===== src/rtl/cyborg65r2_pkg.sv =====
// Shared types and constants for the cyborg65r2 measurement sequencer.
package cyborg65r2_pkg;

  localparam int ENC_W   = 12;  // encoder count / frame delta width
  localparam int ENC_LAT = 8;   // warm-up cycles after the encoder leaves reset
  localparam int FLEN_W  = 16;  // width of cfg_frame_len
  localparam int NFR_W   = 8;   // width of cfg_num_frames
  localparam int WARM_W  = $clog2(ENC_LAT + 1);

  typedef enum logic [1:0] {
    IDLE    = 2'd0,
    WARMUP  = 2'd1,
    MEASURE = 2'd2,
    DRAIN   = 2'd3
  } state_t;

endpackage


===== src/rtl/cyborg65r2_res_fifo.sv =====
// Two-entry result FIFO on the falling clock edge. Entry 0 is always the head,
// so the read port is a plain register. A push that finds the FIFO full with no
// pop on the same edge is discarded and flagged on drop for that cycle.
module cyborg65r2_res_fifo #(
  parameter int W = 12
) (
  input  logic         clk,
  input  logic         resetb,
  input  logic         flush,
  input  logic         push,
  input  logic [W-1:0] wdata,
  input  logic         pop,
  output logic [W-1:0] rdata,
  output logic         empty,
  output logic         drop
);

  logic [W-1:0] slot0_q, slot0_d;
  logic [W-1:0] slot1_q, slot1_d;
  logic [1:0]   cnt_q, cnt_d;
  logic         full;
  logic         pop_eff;
  logic         push_ok;

  assign empty = (cnt_q == 2'd0);
  assign full  = (cnt_q == 2'd2);
  assign rdata = slot0_q;

  // Next-state of the storage: flush wins, otherwise pop shifts and push appends.
  always_comb begin
    slot0_d = slot0_q;
    slot1_d = slot1_q;
    cnt_d   = cnt_q;
    pop_eff = pop && !empty;
    push_ok = push && (!full || pop_eff);
    drop    = push && !flush && !push_ok;
    if (flush) begin
      cnt_d = 2'd0;
    end else begin
      if (pop_eff) begin
        slot0_d = slot1_q;
      end
      if (push_ok) begin
        if (empty || ((cnt_q == 2'd1) && pop_eff)) begin
          slot0_d = wdata;
        end else begin
          slot1_d = wdata;
        end
      end
      case ({pop_eff, push_ok})
        2'b10:   cnt_d = cnt_q - 2'd1;
        2'b01:   cnt_d = cnt_q + 2'd1;
        default: cnt_d = cnt_q;
      endcase
    end
  end

  // Storage registers, updated on the encoder's falling edge.
  always_ff @(negedge clk or negedge resetb) begin
    if (!resetb) begin
      slot0_q <= '0;
      slot1_q <= '0;
      cnt_q   <= 2'd0;
    end else begin
      slot0_q <= slot0_d;
      slot1_q <= slot1_d;
      cnt_q   <= cnt_d;
    end
  end

endmodule


===== src/rtl/cyborg65r2_meas_ctrl.sv =====
// Measurement sequencer for the cyborg65r2 CCO time encoder. Keeps the encoder
// in reset while idle, skips its warm-up samples after release, then slices the
// free-running count into frames of flen cycles and queues one modular delta per
// frame for the readout.
//
// Result handshake: res_valid is high whenever the result FIFO holds an entry and
// res_data is then the oldest entry; the consumer takes it on a falling edge where
// res_valid && res_ready, and res_data must not be assumed stable otherwise.
module cyborg65r2_meas_ctrl
  import cyborg65r2_pkg::*;
(
  input  logic              clk,
  input  logic              resetb,
  input  logic              start,
  input  logic              abort,
  input  logic [FLEN_W-1:0] cfg_frame_len,
  input  logic [NFR_W-1:0]  cfg_num_frames,
  output logic              enc_resetb,
  input  logic [ENC_W-1:0]  enc_count,
  output logic [ENC_W-1:0]  res_data,
  output logic              res_valid,
  input  logic              res_ready,
  output logic              busy,
  output logic              done,
  output logic              ovf,
  output state_t            dbg_state
);

  state_t            state_q, state_d;
  logic [WARM_W-1:0] warm_q, warm_d;
  logic [FLEN_W-1:0] flen_q, flen_d;
  logic [FLEN_W-1:0] fcnt_q, fcnt_d;
  logic [NFR_W-1:0]  nfr_cfg_q, nfr_cfg_d;
  logic [NFR_W-1:0]  nfr_q, nfr_d;
  logic [ENC_W-1:0]  base_q, base_d;
  logic              enc_resetb_q, enc_resetb_d;
  logic              busy_q, busy_d;
  logic              done_q, done_d;
  logic              ovf_q, ovf_d;

  logic              start_acc;
  logic              push;
  logic              flush;
  logic [ENC_W-1:0]  delta;
  logic              fifo_empty;
  logic              fifo_drop;

  // Modular difference: a frame that crosses the 2^ENC_W wrap still yields its true increase.
  assign delta = enc_count - base_q;

  // Sequencer next-state, frame counters and registered-output targets.
  always_comb begin
    state_d   = state_q;
    warm_d    = warm_q;
    flen_d    = flen_q;
    fcnt_d    = fcnt_q;
    nfr_cfg_d = nfr_cfg_q;
    nfr_d     = nfr_q;
    base_d    = base_q;
    done_d    = 1'b0;
    start_acc = 1'b0;
    push      = 1'b0;
    flush     = 1'b0;
    case (state_q)
      IDLE: begin
        if (start && !abort) begin
          start_acc = 1'b1;
          flen_d    = (cfg_frame_len == '0) ? FLEN_W'(1) : cfg_frame_len;
          nfr_cfg_d = cfg_num_frames;
          nfr_d     = '0;
          warm_d    = WARM_W'(ENC_LAT);
          state_d   = WARMUP;
        end
      end
      WARMUP: begin
        if (warm_q == '0) begin
          base_d  = enc_count;
          fcnt_d  = flen_q - FLEN_W'(1);
          state_d = MEASURE;
        end else begin
          warm_d = warm_q - WARM_W'(1);
        end
      end
      MEASURE: begin
        if (fcnt_q == '0) begin
          // Frame boundary: the closing sample is also the next frame's base, so no cycle is lost.
          push   = 1'b1;
          base_d = enc_count;
          fcnt_d = flen_q - FLEN_W'(1);
          nfr_d  = nfr_q + NFR_W'(1);
          if ((nfr_cfg_q != '0) && (nfr_d == nfr_cfg_q)) begin
            state_d = DRAIN;
          end
        end else begin
          fcnt_d = fcnt_q - FLEN_W'(1);
        end
      end
      DRAIN: begin
        if (fifo_empty) begin
          done_d  = 1'b1;
          state_d = IDLE;
        end
      end
      default: state_d = IDLE;
    endcase
    if (abort) begin
      state_d   = IDLE;
      flush     = 1'b1;
      push      = 1'b0;
      done_d    = 1'b0;
      start_acc = 1'b0;
    end
    enc_resetb_d = (state_d == WARMUP) || (state_d == MEASURE);
    busy_d       = (state_d != IDLE);
  end

  // Sticky overflow: cleared when a measurement is accepted, set by any dropped result.
  always_comb begin
    ovf_d = ovf_q;
    if (start_acc) begin
      ovf_d = 1'b0;
    end
    if (fifo_drop) begin
      ovf_d = 1'b1;
    end
  end

  // Sequencer state and registered outputs, on the encoder's falling edge.
  always_ff @(negedge clk or negedge resetb) begin
    if (!resetb) begin
      state_q      <= IDLE;
      warm_q       <= '0;
      flen_q       <= FLEN_W'(1);
      fcnt_q       <= '0;
      nfr_cfg_q    <= '0;
      nfr_q        <= '0;
      base_q       <= '0;
      enc_resetb_q <= 1'b0;
      busy_q       <= 1'b0;
      done_q       <= 1'b0;
      ovf_q        <= 1'b0;
    end else begin
      state_q      <= state_d;
      warm_q       <= warm_d;
      flen_q       <= flen_d;
      fcnt_q       <= fcnt_d;
      nfr_cfg_q    <= nfr_cfg_d;
      nfr_q        <= nfr_d;
      base_q       <= base_d;
      enc_resetb_q <= enc_resetb_d;
      busy_q       <= busy_d;
      done_q       <= done_d;
      ovf_q        <= ovf_d;
    end
  end

  cyborg65r2_res_fifo #(
    .W (ENC_W)
  ) u_res_fifo (
    .clk    (clk),
    .resetb (resetb),
    .flush  (flush),
    .push   (push),
    .wdata  (delta),
    .pop    (res_ready),
    .rdata  (res_data),
    .empty  (fifo_empty),
    .drop   (fifo_drop)
  );

  assign res_valid  = !fifo_empty;
  assign enc_resetb = enc_resetb_q;
  assign busy       = busy_q;
  assign done       = done_q;
  assign ovf        = ovf_q;
  assign dbg_state  = state_q;

endmodule


===== config.mk =====
export PLATFORM = sky130hd
export DESIGN_NAME = cyborg65r2_meas_ctrl
export DESIGN_NICKNAME = d
export VERILOG_FILES = /design/src/rtl/cyborg65r2_pkg.sv /design/src/rtl/cyborg65r2_res_fifo.sv /design/src/rtl/cyborg65r2_meas_ctrl.sv
export SDC_FILE = /design/constraint.sdc
export NUM_CORES = 1
export LEC_CHECK = 0
export ABC_AREA = 1
export CORE_MARGIN = 8
export CORE_UTILIZATION = 62
export CTS_CLUSTER_DIAMETER = 200
export DETAILED_ROUTE_END_ITERATION = 12
export MAX_ROUTING_LAYER = met4
export PLACE_DENSITY = 0.86
export SYNTH_ARGS = -nofsm -noshare
export SYNTH_HDL_FRONTEND = slang
export SYNTH_SLANG_ARGS = --single-unit
export TNS_END_PERCENT = 100

===== constraint.sdc =====
create_clock -name clk -period 4.23 [get_ports clk]
set_input_delay 0.423 -clock clk [delete_from_list [all_inputs] [get_ports clk]]
set_output_delay 0.423 -clock clk [all_outputs]
set_load 0.005 [all_outputs]

# After elaboration in Yosys (flattened, before gate mapping)
# Index checks and enable logic that the tools add are counted.
# classes
addsub,7
n_eq_ne,14
bitwise_logic,2
mux,37
reduce_logical,33
# op_table
cell,count
2-to-1 mux 12 bit,5
2-to-1 mux 16 bit,3
logical NOT 16 bit,2
case mux 16 bit (2 select lines),1
"subtractor 16 x 1 -> 16 bit, second input constant",2
case mux 12 bit (2 select lines),1
2-to-1 mux 8 bit,2
case mux 8 bit (2 select lines),1
2-to-1 mux 2 bit,7
2-to-1 mux 1 bit,12
AND reduction 3 bit,4
subtractor 12 bit,1
"== test 2 bit, second input constant",5
nonzero test 2 bit,5
"adder 8 x 1 -> 8 bit, second input constant",1
"== test 2 x 1 -> 1 bit, second input constant",4
== test 8 bit,1
2-to-1 mux 4 bit,2
"!= test 2 bit, second input constant",4
case mux 2 bit (4 select lines),1
case mux 4 bit (2 select lines),1
nonzero test 8 bit,1
logical AND 1 bit,7
logical NOT 1 bit,5
10 further kinds,15
# totals
reg_bits,96
elab_cells,107

# Depth between registers and ports, before layout
# depth
ltp_word,9
mapped_depth,15

# Hierarchy
# Synthesis repeated with hierarchy kept, for this count alone.
# unflattened
cells_unflattened,787
area_unflattened_um2,5856.9
# modules_own_cells
module,seq_area_each_um2,n_inst,cells_per_inst,area_per_inst_um2
cyborg65r2_meas_ctrl,1752.9,1,579,4359.2
cyborg65r2_res_fifo,650.6,1,208,1497.7

==> impl_metrics.json <==
{
  "status": "complete, no violations",
  "clk_pin_slew_ps": 70,
  "fin_total_pwr_mw": 4.01,
  "initial_core_util_pct": 63.1,
  "io_buffers": 59,
  "cts_buffers": 9,
  "slew_headroom_pct": 38.7,
  "netlist_area_um2": 6090,
  "dr.pass1.iters": 5,
  "p_leak_nw": 3.67,
  "slew_viol_final": 0,
  "core_um2": 9640,
  "min-delay-start": "u_res_fifo.slot1_q[5]",
  "hold_viol": 0,
  "drt-initial-drc-count": 347,
  "htreeDepth": 3,
  "synth-simple-area-share_pct": 33.6,
  "synth-compound-area-share_pct": 10.6,
  "yosysMostFrequentCell": "nand2_1",
  "antenna_found_initial": 0,
  "rows": 36,
  "drv_cap": 0,
  "syn_avg_cell_area_um2": 7.20,
  "fin_util_pct": 76.3,
  "worst_pin_slew_ps": 916,
  "overflow": 0,
  "drive_gt1_share_pct": 13.4,
  "setup_violations": 0,
  "synth_ff_type": "dfrtn_1",
  "synth.area.mux_share_pct": 0.185,
  "dieHeight_um": 115,
  "instances_no_fill": 1079,
  "ctsLongestPathBuffers": 2,
  "cp.required_ps": 2330,
  "insertion_delay_ps": 410,
  "vias_per_cell": 5.46,
  "synth_top_area_share_pct": 39.1,
  "fin_worst_skew_ps": 61.8,
  "ys_seq_area_share_pct": 39.5,
  "cp_max_fo": 2,
  "vdd_drop_max_mv": 0.418,
  "postRouteAntennaNets": 0,
  "crit_top_cell": "nand2_1",
  "synthXorXnorAreaFrac_pct": 3.31,
  "ctsHoldBuffers": 0,
  "routed_wirelength_um": 15700,
  "nNetsFinal": 1003,
  "cts_root_buffer": "clkbuf_8",
  "ys_seq_elements": 96,
  "synth-edff-count": 0,
  "num_vias": 5888,
  "yosysTopAreaCell": "dfrtn_1",
  "cp_slowest_cell": "clkdlybuf4s50_1",
  "cp_slowest_stage_delay_ps": 450,
  "synth_adder_area_share_pct": 4.44,
  "endpoint_kind": "flip-flop",
  "path_cells": "clkdlybuf4s50_1 > inv_1 > ha_2 > fa_2 > inv_2 > nand2_1 > nand3_2 > nand2_2 > nand2_1 > nand2_1 > nand2_2 > nand3_1 > nand3_1 > nand2_1",
  "area_growth_pct": 20.9,
  "ys_types": 41,
  "die_area_um2": 13200,
  "grt_pass1_vias": 5846,
  "drc": 0,
  "path_class": "in -> reg",
  "holdWs_ps": 440,
  "rr_startpoint": "fcnt_q[0]",
  "fill_cells": 758,
  "synthArstFlopShare_pct": 100,
  "synth_top_family_by_area": "simple AND/OR/NAND/NOR gates",
  "antenna_cells": 0,
  "io_pins": 60,
  "grt_pass1_wl_um": 26300,
  "wire_per_inst_um": 14.5,
  "hold_path_class": "reg -> reg",
  "grt_max_degree": 44,
  "mappedNetlistNets": 908,
  "crit_path_start_kind": "input port",
  "cts_tree": "done",
  "die_x_um": 115,
  "crit_arrival_ps": 2200,
  "hpwl_um": 11700,
  "grtUsageTotal_pct": 25.2,
  "yosysWarnings": 0,
  "syn_inst": 846,
  "synth_common_cells": "nand2_1 (244), inv_1 (104), dfrtn_1 (95), nor2_1 (83), nand3_1 (74)",
  "crit_family": "simple AND/OR/NAND/NOR gates",
  "cp_num_buf_inv": 3,
  "synth_area_leaders": "dfrtn_1 (39%), nand2_1 (15%), inv_1 (6.4%), nand3_1 (6.1%), o21ai_0 (5.5%)",
  "gp_congestion": 0.928,
  "cts_sinks": 96,
  "crit_path_start": "enc_count[0]",
  "power_density_nw_per_um2": 545,
  "dp.cells": 1061
}
[through the flow]
stage	cell area, µm²	TNS, ps	setup slack [ps]
global placement	7110	-2810	-290
CTS	7290	0	21.1
finish	7360	0	131
detailed placement	7110	-3970	-355
global route	7360	-120	-81.9
floorplan	6090	0	206
[layer usage]
layer / global-route usage (%) / up-vias / share of wire, %
li1: - / 2887 / -
met2: 44.5 / 198 / 51
met5: - / - / 0
met4: 9.81 / 0 / 2.1
met3: 3.41 / 26 / 5.7
met1: 28.3 / 2777 / 41
[cells by family (layout without fill, tap and decap cells)]
family	count (synthesis)	count (layout)
DFF	96	96
adders and majority gates	21	21
AOI/OAI and AO/OA	115	115
xor gates and xnor gates	23	23
and+or+nand+nor	461	461
buffers and inverters	129	229
muxes	1	1
[power by group]
part	switching (mW)	internal, mW	leakage, nW
logic	1.20	0.862	2.36
clock network	0.353	0.215	0.0888
registers	0.190	1.19	1.22
total	1.74	2.26	3.67
[final cells by class]
| type | count | area [µm²] | share of cell area [%] |
|---|---|---|---|
| clock inverters | 8 | 50.0 | 0.680 |
| flip-flops and latches | 96 | 2400 | 32.7 |
| repair buffers | 103 | 967 | 13.1 |
| multi-input cells | 621 | 3240 | 44.0 |
| well taps | 133 | 166 | 2.26 |
| clock buffers | 9 | 124 | 1.68 |
| inverters | 109 | 409 | 5.56 |
[final timing paths]
kind | end | slack (ps) | depth (start not counted)
min | u_res_fifo.slot1_q[5] | 440 | 2
max in group asynchronous | base_q[9] | 1520 | 2
max reg2reg | enc_resetb | 1740 | 12
min in group asynchronous | dbg_state[0] | 2070 | 1
min reg2reg | u_res_fifo.slot1_q[5] | 440 | 2
max | u_res_fifo.rdata[10] | 130 | 14
[worst reg2reg max path, cell delays in order (launching register included)]
cell	delay, ps
dfrtn_1	330
inv_1	140
ha_1	280
nand2_4	120
nor2_2	170
nand2_1	120
nor3_2	210
nand3_1	260
nor2_1	170
nand3_1	100
nand2_1	70
nand2_1	50
ha_1	310
[cells in the final DEF, fill, tap and decap left out, types with 4 or more instances in the layout]
| cell type | instances |
|---|---|
| o31ai_1 | 5 |
| nand2_1 | 241 |
| nand3b_1 | 4 |
| nor4_1 | 4 |
| o211ai_1 | 4 |
| buf_12 | 4 |
| nor2_2 | 11 |
| buf_4 | 41 |
| inv_1 | 103 |
| nor2_1 | 82 |
| dfrtn_1 | 95 |
| nor3_1 | 7 |
| inv_2 | 7 |
| nand2_2 | 18 |
| a21oi_1 | 20 |
| nand3_1 | 71 |
| xnor2_1 | 5 |
| o21ai_1 | 4 |
| ha_1 | 17 |
| o21ai_2 | 10 |
| nand4_1 | 9 |
| clkbuf_8 | 9 |
| clkdlybuf4s50_1 | 57 |
| o21ai_0 | 67 |
| xor2_1 | 17 |
[state kept, by name (all words and copies together) (netlist names)]
register / flops
ovf: 1
warm_q: 4
base_q: 12
enc_resetb: 1
flen_q: 16
nfr_q: 8
fcnt_q: 16
busy: 1
done: 1
dbg_state: 2
u_res_fifo.rdata: 12
u_res_fifo.cnt_q: 2
u_res_fifo.slot1_q: 12
nfr_cfg_q: 8
[repair_timing]
item / in CTS / in global routing
setup endpoints to repair: 1 / 8
gates resized for setup: 1 / 13
buffers inserted: 1 / 1
pin swaps: 0 / 3
Note: power is estimated with default switching activity, not from simulation.
